[src/rtl/rpn_pkg.sv]
// Shared token codes, FSM states and error codes for the RPN stack evaluator.
package rpn_pkg;

  localparam logic [3:0] TOK_ADD = 4'hA;
  localparam logic [3:0] TOK_SUB = 4'hB;
  localparam logic [3:0] TOK_MUL = 4'hC;
  localparam logic [3:0] TOK_DIV = 4'hD;
  localparam logic [3:0] TOK_EQ  = 4'hE;

  localparam logic [1:0] ERR_NONE = 2'd0;
  localparam logic [1:0] ERR_OVF  = 2'd1;
  localparam logic [1:0] ERR_UNF  = 2'd2;
  localparam logic [1:0] ERR_DIV0 = 2'd3;

  typedef enum logic [2:0] {
    ST_IDLE,
    ST_EXEC,
    ST_DIV_WAIT,
    ST_DONE,
    ST_ERROR
  } state_e;

  // Single-cycle binary operators handled by the EXEC state.
  function automatic logic is_alu_tok(input logic [3:0] tok);
    return (tok == TOK_ADD) || (tok == TOK_SUB) || (tok == TOK_MUL);
  endfunction

endpackage

[src/rtl/rpn_stack_eval_if.sv]
// Token-in / status-out bundle between the keypad path and the RPN evaluator.
interface rpn_stack_eval_if #(
  parameter int WIDTH = 32,
  parameter int PTR_W = 4
);
  logic             push;
  logic [WIDTH-1:0] operand;
  logic             op_valid;
  logic [3:0]       op_token;
  logic             ready;
  logic [WIDTH-1:0] tos;
  logic [PTR_W-1:0] depth;
  logic [WIDTH-1:0] result;
  logic             result_valid;
  logic             error;
  logic [1:0]       err_code;

  modport master (
    output push, operand, op_valid, op_token,
    input  ready, tos, depth, result, result_valid, error, err_code
  );

  modport slave (
    input  push, operand, op_valid, op_token,
    output ready, tos, depth, result, result_valid, error, err_code
  );
endinterface

[src/rtl/seq_divider.sv]
// Signed divider: unsigned restoring core, one quotient bit per cycle, sign fixed on output.
module seq_divider #(
  parameter int WIDTH = 32
) (
  input  logic             clk,
  input  logic             reset,
  input  logic             start,
  input  logic [WIDTH-1:0] dividend,
  input  logic [WIDTH-1:0] divisor,
  output logic             busy,
  output logic             done,
  output logic [WIDTH-1:0] quotient
);
  localparam int CNT_W = $clog2(WIDTH);

  logic [CNT_W-1:0] cnt;
  logic [WIDTH-1:0] rem, quo, dvs;
  logic [WIDTH-1:0] src_rem, src_quo, src_dvs, nrem, nquo;
  logic [WIDTH:0]   shifted, diff;
  logic             neg;

  function automatic logic [WIDTH-1:0] mag(input logic [WIDTH-1:0] v);
    return v[WIDTH-1] ? -v : v;
  endfunction

  // The first step runs on the load edge so the last bit lands WIDTH-1 edges later.
  always_comb begin
    src_rem = start ? '0 : rem;
    src_quo = start ? mag(dividend) : quo;
    src_dvs = start ? mag(divisor) : dvs;
    shifted = {src_rem, src_quo[WIDTH-1]};
    diff    = shifted - {1'b0, src_dvs};
    nrem    = diff[WIDTH] ? shifted[WIDTH-1:0] : diff[WIDTH-1:0];
    nquo    = {src_quo[WIDTH-2:0], ~diff[WIDTH]};
  end

  always_ff @(posedge clk) begin
    if (!reset) begin
      busy <= 1'b0;
      cnt  <= '0;
      rem  <= '0;
      quo  <= '0;
      dvs  <= '0;
      neg  <= 1'b0;
    end else if (start) begin
      busy <= 1'b1;
      cnt  <= CNT_W'(WIDTH - 1);
      rem  <= nrem;
      quo  <= nquo;
      dvs  <= src_dvs;
      neg  <= dividend[WIDTH-1] ^ divisor[WIDTH-1];
    end else if (busy) begin
      if (cnt == '0) begin
        busy <= 1'b0;
      end else begin
        cnt <= cnt - CNT_W'(1);
        rem <= nrem;
        quo <= nquo;
      end
    end
  end

  assign done     = busy && (cnt == '0);
  assign quotient = neg ? -quo : quo;

endmodule

[src/rtl/rpn_stack_eval.sv]
// Postfix evaluator: operand stack, single-cycle add/sub/mul, multi-cycle signed divide.
import rpn_pkg::*;

module rpn_stack_eval #(
  parameter int WIDTH = 32,
  parameter int DEPTH = 8,
  parameter int PTR_W = 4
) (
  input logic              clk,
  input logic              reset,
  input logic              clear,
  rpn_stack_eval_if.slave  bus
);
  localparam int SLOTS = 1 << PTR_W;

  logic [WIDTH-1:0] stk [SLOTS];
  state_e           state, state_nx;
  logic [PTR_W-1:0] depth_q, depth_nx, idx_top, idx_nos, wr_idx;
  logic [WIDTH-1:0] tos_q, result_q, wr_data, a, b, alu;
  logic [1:0]       err_q, err_nx;
  logic [3:0]       op_q;
  logic             soft_rst, wr_en, latch_result;
  logic             div_start, div_busy, div_done;
  logic [WIDTH-1:0] div_q;
  logic             full, has_two;

  assign soft_rst = !reset || clear;
  assign idx_top  = depth_q - PTR_W'(1);
  assign idx_nos  = depth_q - PTR_W'(2);
  assign a        = stk[idx_nos];
  assign b        = stk[idx_top];
  assign full     = depth_q == PTR_W'(DEPTH);
  assign has_two  = depth_q >= PTR_W'(2);

  always_comb begin
    case (op_q)
      TOK_SUB: alu = a - b;
      TOK_MUL: alu = a * b;
      default: alu = a + b;
    endcase
  end

  seq_divider #(.WIDTH(WIDTH)) u_div (
    .clk      (clk),
    .reset    (!soft_rst),
    .start    (div_start),
    .dividend (a),
    .divisor  (b),
    .busy     (div_busy),
    .done     (div_done),
    .quotient (div_q)
  );

  always_comb begin
    state_nx     = state;
    depth_nx     = depth_q;
    err_nx       = err_q;
    wr_en        = 1'b0;
    wr_idx       = depth_q;
    wr_data      = bus.operand;
    div_start    = 1'b0;
    latch_result = 1'b0;
    case (state)
      ST_IDLE: begin
        if (bus.push) begin
          if (full) begin
            state_nx = ST_ERROR;
            err_nx   = ERR_OVF;
          end else begin
            wr_en    = 1'b1;
            depth_nx = depth_q + PTR_W'(1);
          end
        end else if (bus.op_valid) begin
          if (is_alu_tok(bus.op_token) || bus.op_token == TOK_DIV) begin
            if (!has_two) begin
              state_nx = ST_ERROR;
              err_nx   = ERR_UNF;
            end else if (is_alu_tok(bus.op_token)) begin
              state_nx = ST_EXEC;
            end else if (b == '0) begin
              state_nx = ST_ERROR;
              err_nx   = ERR_DIV0;
            end else begin
              state_nx  = ST_DIV_WAIT;
              div_start = 1'b1;
            end
          end else if (bus.op_token == TOK_EQ) begin
            if (depth_q == PTR_W'(1)) begin
              state_nx     = ST_DONE;
              latch_result = 1'b1;
            end else begin
              state_nx = ST_ERROR;
              err_nx   = ERR_UNF;
            end
          end
        end
      end
      ST_EXEC: begin
        wr_en    = 1'b1;
        wr_idx   = idx_nos;
        wr_data  = alu;
        depth_nx = idx_top;
        state_nx = ST_IDLE;
      end
      ST_DIV_WAIT: begin
        if (div_done) begin
          wr_en    = 1'b1;
          wr_idx   = idx_nos;
          wr_data  = div_q;
          depth_nx = idx_top;
          state_nx = ST_IDLE;
        end else if (!div_busy) begin
          // Divider idle without a done pulse: never expected, but do not hang.
          state_nx = ST_IDLE;
        end
      end
      default: ;
    endcase
  end

  always_ff @(posedge clk) begin
    if (soft_rst) state <= ST_IDLE;
    else          state <= state_nx;
  end

  always_ff @(posedge clk) begin
    if (soft_rst) begin
      depth_q  <= '0;
      tos_q    <= '0;
      result_q <= '0;
      err_q    <= ERR_NONE;
      op_q     <= '0;
    end else begin
      depth_q <= depth_nx;
      err_q   <= err_nx;
      if (wr_en)        tos_q    <= wr_data;
      if (latch_result) result_q <= tos_q;
      if (state == ST_IDLE && bus.op_valid) op_q <= bus.op_token;
    end
  end

  // Stack body carries no reset; only entries below depth are ever observed.
  always_ff @(posedge clk) begin
    if (wr_en && !soft_rst) stk[wr_idx] <= wr_data;
  end

  assign bus.ready        = state == ST_IDLE;
  assign bus.tos          = tos_q;
  assign bus.depth        = depth_q;
  assign bus.result       = result_q;
  assign bus.result_valid = state == ST_DONE;
  assign bus.error        = state == ST_ERROR;
  assign bus.err_code     = err_q;

endmodule

[src/flat_wrapper.sv]
// flat-port wrapper written by rule: the top's interface ports become plain ports
module rpn_stack_eval_flat 
#(
  parameter int WIDTH = 32,
  parameter int DEPTH = 8,
  parameter int PTR_W = 4
)
  (clk, reset, clear, bus_push, bus_operand, bus_op_valid, bus_op_token, bus_ready, bus_tos, bus_depth, bus_result, bus_result_valid, bus_error, bus_err_code);
  rpn_stack_eval_if #(.WIDTH(WIDTH), .PTR_W(PTR_W)) bus_i ();
  input logic clk;
  input logic reset;
  input logic clear;
  input wire logic [$bits(bus_i.push)-1:0] bus_push;
  input wire logic [$bits(bus_i.operand)-1:0] bus_operand;
  input wire logic [$bits(bus_i.op_valid)-1:0] bus_op_valid;
  input wire logic [$bits(bus_i.op_token)-1:0] bus_op_token;
  output wire logic [$bits(bus_i.ready)-1:0] bus_ready;
  output wire logic [$bits(bus_i.tos)-1:0] bus_tos;
  output wire logic [$bits(bus_i.depth)-1:0] bus_depth;
  output wire logic [$bits(bus_i.result)-1:0] bus_result;
  output wire logic [$bits(bus_i.result_valid)-1:0] bus_result_valid;
  output wire logic [$bits(bus_i.error)-1:0] bus_error;
  output wire logic [$bits(bus_i.err_code)-1:0] bus_err_code;
  assign bus_i.push = bus_push;
  assign bus_i.operand = bus_operand;
  assign bus_i.op_valid = bus_op_valid;
  assign bus_i.op_token = bus_op_token;
  assign bus_ready = bus_i.ready;
  assign bus_tos = bus_i.tos;
  assign bus_depth = bus_i.depth;
  assign bus_result = bus_i.result;
  assign bus_result_valid = bus_i.result_valid;
  assign bus_error = bus_i.error;
  assign bus_err_code = bus_i.err_code;
  rpn_stack_eval #(.WIDTH(WIDTH), .DEPTH(DEPTH), .PTR_W(PTR_W)) u_core (.clk(clk), .reset(reset), .clear(clear), .bus(bus_i));
endmodule
[config.mk]
export PLATFORM = sky130hd
export DESIGN_NAME = rpn_stack_eval_flat
export DESIGN_NICKNAME = d
export VERILOG_FILES = /design/src/rtl/rpn_pkg.sv /design/src/rtl/rpn_stack_eval_if.sv /design/src/rtl/seq_divider.sv /design/src/rtl/rpn_stack_eval.sv /design/src/flat_wrapper.sv
export SDC_FILE = /design/constraint.sdc
export NUM_CORES = 2
export LEC_CHECK = 0
export BUFFER_PORTS_ARGS = -buffer_cell sky130_fd_sc_hd__buf_2
export CORE_UTILIZATION = 45
export CTS_BUF_LIST = sky130_fd_sc_hd__clkbuf_4 sky130_fd_sc_hd__clkbuf_8
export CTS_CLUSTER_DIAMETER = 200
export DETAILED_ROUTE_END_ITERATION = 6
export PLACE_DENSITY_LB_ADDON = 0.3
export REMOVE_ABC_BUFFERS = 1
export SYNTH_ARGS = -nofsm -noshare
export SYNTH_HDL_FRONTEND = slang
export SYNTH_SLANG_ARGS = --single-unit
[constraint.sdc]
create_clock -name clk -period 28.3 [get_ports clk]
set_input_delay 0 -clock clk [delete_from_list [all_inputs] [get_ports clk]]
set_output_delay 0 -clock clk [all_outputs]
set_load 0.01 [all_outputs]
==> results by group <==
Setup path
  • Worst r2r dst: u_core.stk[0][30]
  • Critical Path Sink: u_core.stk[0][30]
  • CP arrival: 13,470 ps
  • Most used cell, CP: fa_1
  • RR Startpoint: u_core.bus.depth[1]
  • R2R Setup Slk: about 15,000 ps
  • Setup crit start kind: flop
  • Crit Path Category: flop to flop
  • Worst setup EP type: flop
  • Crit-path slowest cell: buf_4
  • CP bufs+invs: 8
  • Critical path required time: 28,650 ps
  • CP peak stage delay: around 840 ps
  • CP top delay family: adder cells
  • Reg2reg path depth: 33
  • Peak fanout along the critical path: 47
  • Worst path depth: 33
  • Critical Path Source: u_core.bus.depth[1]

Placed design
  • Place WS: between 15,000 and 20,000 ps
  • DP Cell Count: around 6,200
  • Port buffer count: between 100 and 150
  • GP Congestion: around 0.97
  • Placed cell area: ~55,000 um2
  • DP HPWL: 116,500 um

Clock network
  • Total CTS buffers: 110
  • Root buffer cell: clkbuf_8
  • Clk sink count: 692
  • Worst skew pair latency: about 750 ps
  • Clk slew on worst S/H paths: about 60 ps
  • H-tree depth reported by CTS: 3
  • Longest Clk Path Bufs: 3
  • TritonCTS clock tree: yes

Hold path
  • Type of the most critical hold path: input pin to flop
  • Hold Crit Start: bus_operand[14]
  • Hold path depth: 4

Global route
  • Initial antenna violation count: 6
  • Vias in the first global route: approximately 39,000
  • Overall Global Routing Usage: ~28%
  • Overflow after GRT: 0
  • First-pass GRT wire length: 247,500 um
  • Largest net degree at the start of global routing: between 100 and 150

STA
  • Fin crit period: about 13,000 ps
  • Tightest Pin Transition: ~1300 ps
  • Worst Setup Slack, final: 15,180 ps
  • Setup TNS: 0 ps
  • RSZ-0062 raised after global routing: false
  • Final setup viols: 0
  • Final period util: 46.36%
  • Timing-limited maximum frequency: between 70 and 80 MHz
  • Final Slew Violations: 0
  • Worst Skew: about 50 ps
  • Final Hold Viols: 0
  • Rel. slew slack: around 9.7%

Synth
  • Syn avg cell area: 11.15 um2
  • Largest family of logic cells by synthesized area: adder cells
  • Post-synthesis xor/xnor area fraction: under 10%
  • Post-synth EDFFs: between 500 and 600
  • Simple-gate portion of the synthesized area: 11.09%
  • Post-synth top flop: edfxtp_1
  • Cells after synthesis: around 4,700
  • Mapped Area: between 50,000 and 60,000 um2
  • Synth warnings: 0
  • FFs w/ async S/R, synth: 0%
  • Synthesized flop and latch total: 692
  • Mux share of post-synthesis cell area: around 15%
  • Post-synthesis compound-gate area fraction: about 7.2%
  • Adder-Cell Fraction of Synth Area: 20.36%
  • Register area share after synthesis: between 30% and 40%
  • Yosys cell types: 80

Floorplan
  • Die width: 343.7 um
  • Chip Height: ~340 um
  • I/O pin count: approximately 110
  • FP Rows: roughly 130
  • Initial core utilization: approximately 45%
  • Area of the core: 116,000 um2
  • Die Footprint: roughly 120,000 um2

Cells and area
  • Non-filler cells, final: between 6,000 and 7,000
  • Area Overhead vs Synth: 9.485%
  • Finished Cell Area: between 50,000 and 60,000 um2
  • Share of layout cells above drive strength 1: 16.53%
  • Final nets: 5,461

Drt
  • Drt drc: 0
  • DRT iter0 DRCs: between 4,000 and 5,000
  • DR WL/cell: about 26 um
  • WL final: roughly 170,000 um
  • First-pass detailed-route iteration total: 6
  • DR vias/cell: 5.995
  • DRT antenna net count: 0
  • Via Count: 38,550

Flow run
  • Max-Cap Viols: 0

Run status
  • Outcome: finished clean
==> per-stage QoR <==
| stage | hold slack (ps) | utilization (%) |
|---|---|---|
| 6_report | 74.52 | 49.58 |
| 5_1_grt | 88.90 | 49.58 |
| 4_1_cts | 37.99 | 49.58 |
| 3_5_place_dp | 277.7 | 47.26 |
| 3_3_place_gp | 273.7 | 47.26 |
| 2_1_floorplan | 95.61 | - |
==> what timing repair did <==
| action | CTS | global route |
|---|---|---|
| endpoints found under the hold margin | 314 | 0 |
| hold buffers | 40 | 0 |
| setup buffers | 0 | 0 |
| gates resized for setup | 0 | 0 |
==> layout by cell type (no fill, tap or decap), types with 78 or more instances in the layout <==
cell type / instances
nor2_1: 549
edfxtp_1: 512
inv_1: 494
nand2_1: 446
fa_1: 410
mux4_2: 279
a21oi_1: 208
ha_1: 197
xnor2_1: 178
dfxtp_1: 178
clkbuf_8: 122
buf_2: 113
o21ai_0: 110
buf_4: 104
mux2i_1: 97
xor2_1: 78
==> worst min-delay path, stage by stage <==
cell and delay (ps):
buf_2 170, a22oi_1 130, o21ai_1 110, buf_4 230
==> routing by layer <==
| metal | track usage, % | vias up | part of all wire [%] |
|---|---|---|---|
| met3 | 5.526 | 428 | 9.8 |
| met2 | 45.34 | 2128 | 46 |
| li1 | - | 16480 | - |
| met5 | 0 | - | 0.0096 |
| met4 | 13.18 | 2 | 5.0 |
| met1 | 37.61 | 19510 | 39 |
==> worst min-delay path by stage <==
stage                                        end
after floorplan           u_core.bus.err_code[1]
after global placement            u_core.op_q[0]
after detailed placement          u_core.op_q[0]
after CTS                      u_core.stk[2][16]
after global routing           u_core.stk[2][14]
final                          u_core.stk[2][14]
==> kinds of logic (layout without fill, tap and decap cells) <==
kind of cell,Yosys count,in the layout
AO/OA/AOI/OAI,613,613
other,0,1
XOR/XNOR,262,262
multiplexers,415,415
AND/OR/NAND/NOR,1342,1342
flip-flops,692,692
adder cells (fa/ha/maj),609,609
buffers and inverters,780,972
==> Yosys cell counts (all sizes together), types with 7 or more instances <==
library cell | number | share of area, %
a211oi | 40 | 0.57
a21o | 48 | 0.69
a21oi | 209 | 2.0
a22oi | 20 | 0.29
a311oi | 7 | 0.12
a31oi | 25 | 0.30
and2 | 57 | 0.68
and3 | 16 | 0.19
buf | 115 | 1.4
clkbuf | 157 | 1.1
clkinv | 8 | 0.057
dfxtp | 180 | 6.9
edfxtp | 512 | 29
fa | 410 | 16
ha | 199 | 4.7
inv | 500 | 3.6
mux2 | 35 | 0.75
mux2i | 101 | 1.9
mux4 | 279 | 12
nand2 | 446 | 3.2
nand2b | 42 | 0.50
nand3 | 44 | 0.42
nand4 | 8 | 0.095
nor2 | 567 | 4.1
nor2b | 30 | 0.36
nor3 | 48 | 0.47
nor4 | 16 | 0.23
o211ai | 10 | 0.15
o21a | 15 | 0.21
o21ai | 139 | 1.4
o21bai | 15 | 0.21
o221ai | 10 | 0.17
o22ai | 14 | 0.17
o31ai | 12 | 0.17
o41ai | 7 | 0.12
or2 | 31 | 0.37
or3 | 15 | 0.18
xnor2 | 181 | 3.0
xor2 | 80 | 1.3
==> sequential cells by signal, summed over array words and instances (netlist names) <==
register and count:
u_core.bus.depth 4, u_core.bus.err_code 2, u_core.bus.result 32, u_core.bus.tos 32
u_core.op_q 4, u_core.state 3, u_core.stk 512, u_core.u_div.busy 1
u_core.u_div.cnt 5, u_core.u_div.dvs 32, u_core.u_div.neg 1, u_core.u_div.quo 32
u_core.u_div.rem 32
==> area by class of cell <==
| class | count | area [um2] |
|---|---|---|
| fill | 10370 | 58510 |
| antenna | 1 | 2.502 |
| inverter | 508 | 1907 |
| timing repair buffer | 258 | 1767 |
| clock buffer | 146 | 1859 |
| tap | 1524 | 1907 |
| sequential | 692 | 18990 |
| multi-input combinational | 3241 | 30680 |
| clock inverter | 60 | 426.7 |
Power is left out: the tool's default activity adds up to more than one toggle a clock period on the data nets, which glitch-free logic cannot reach.
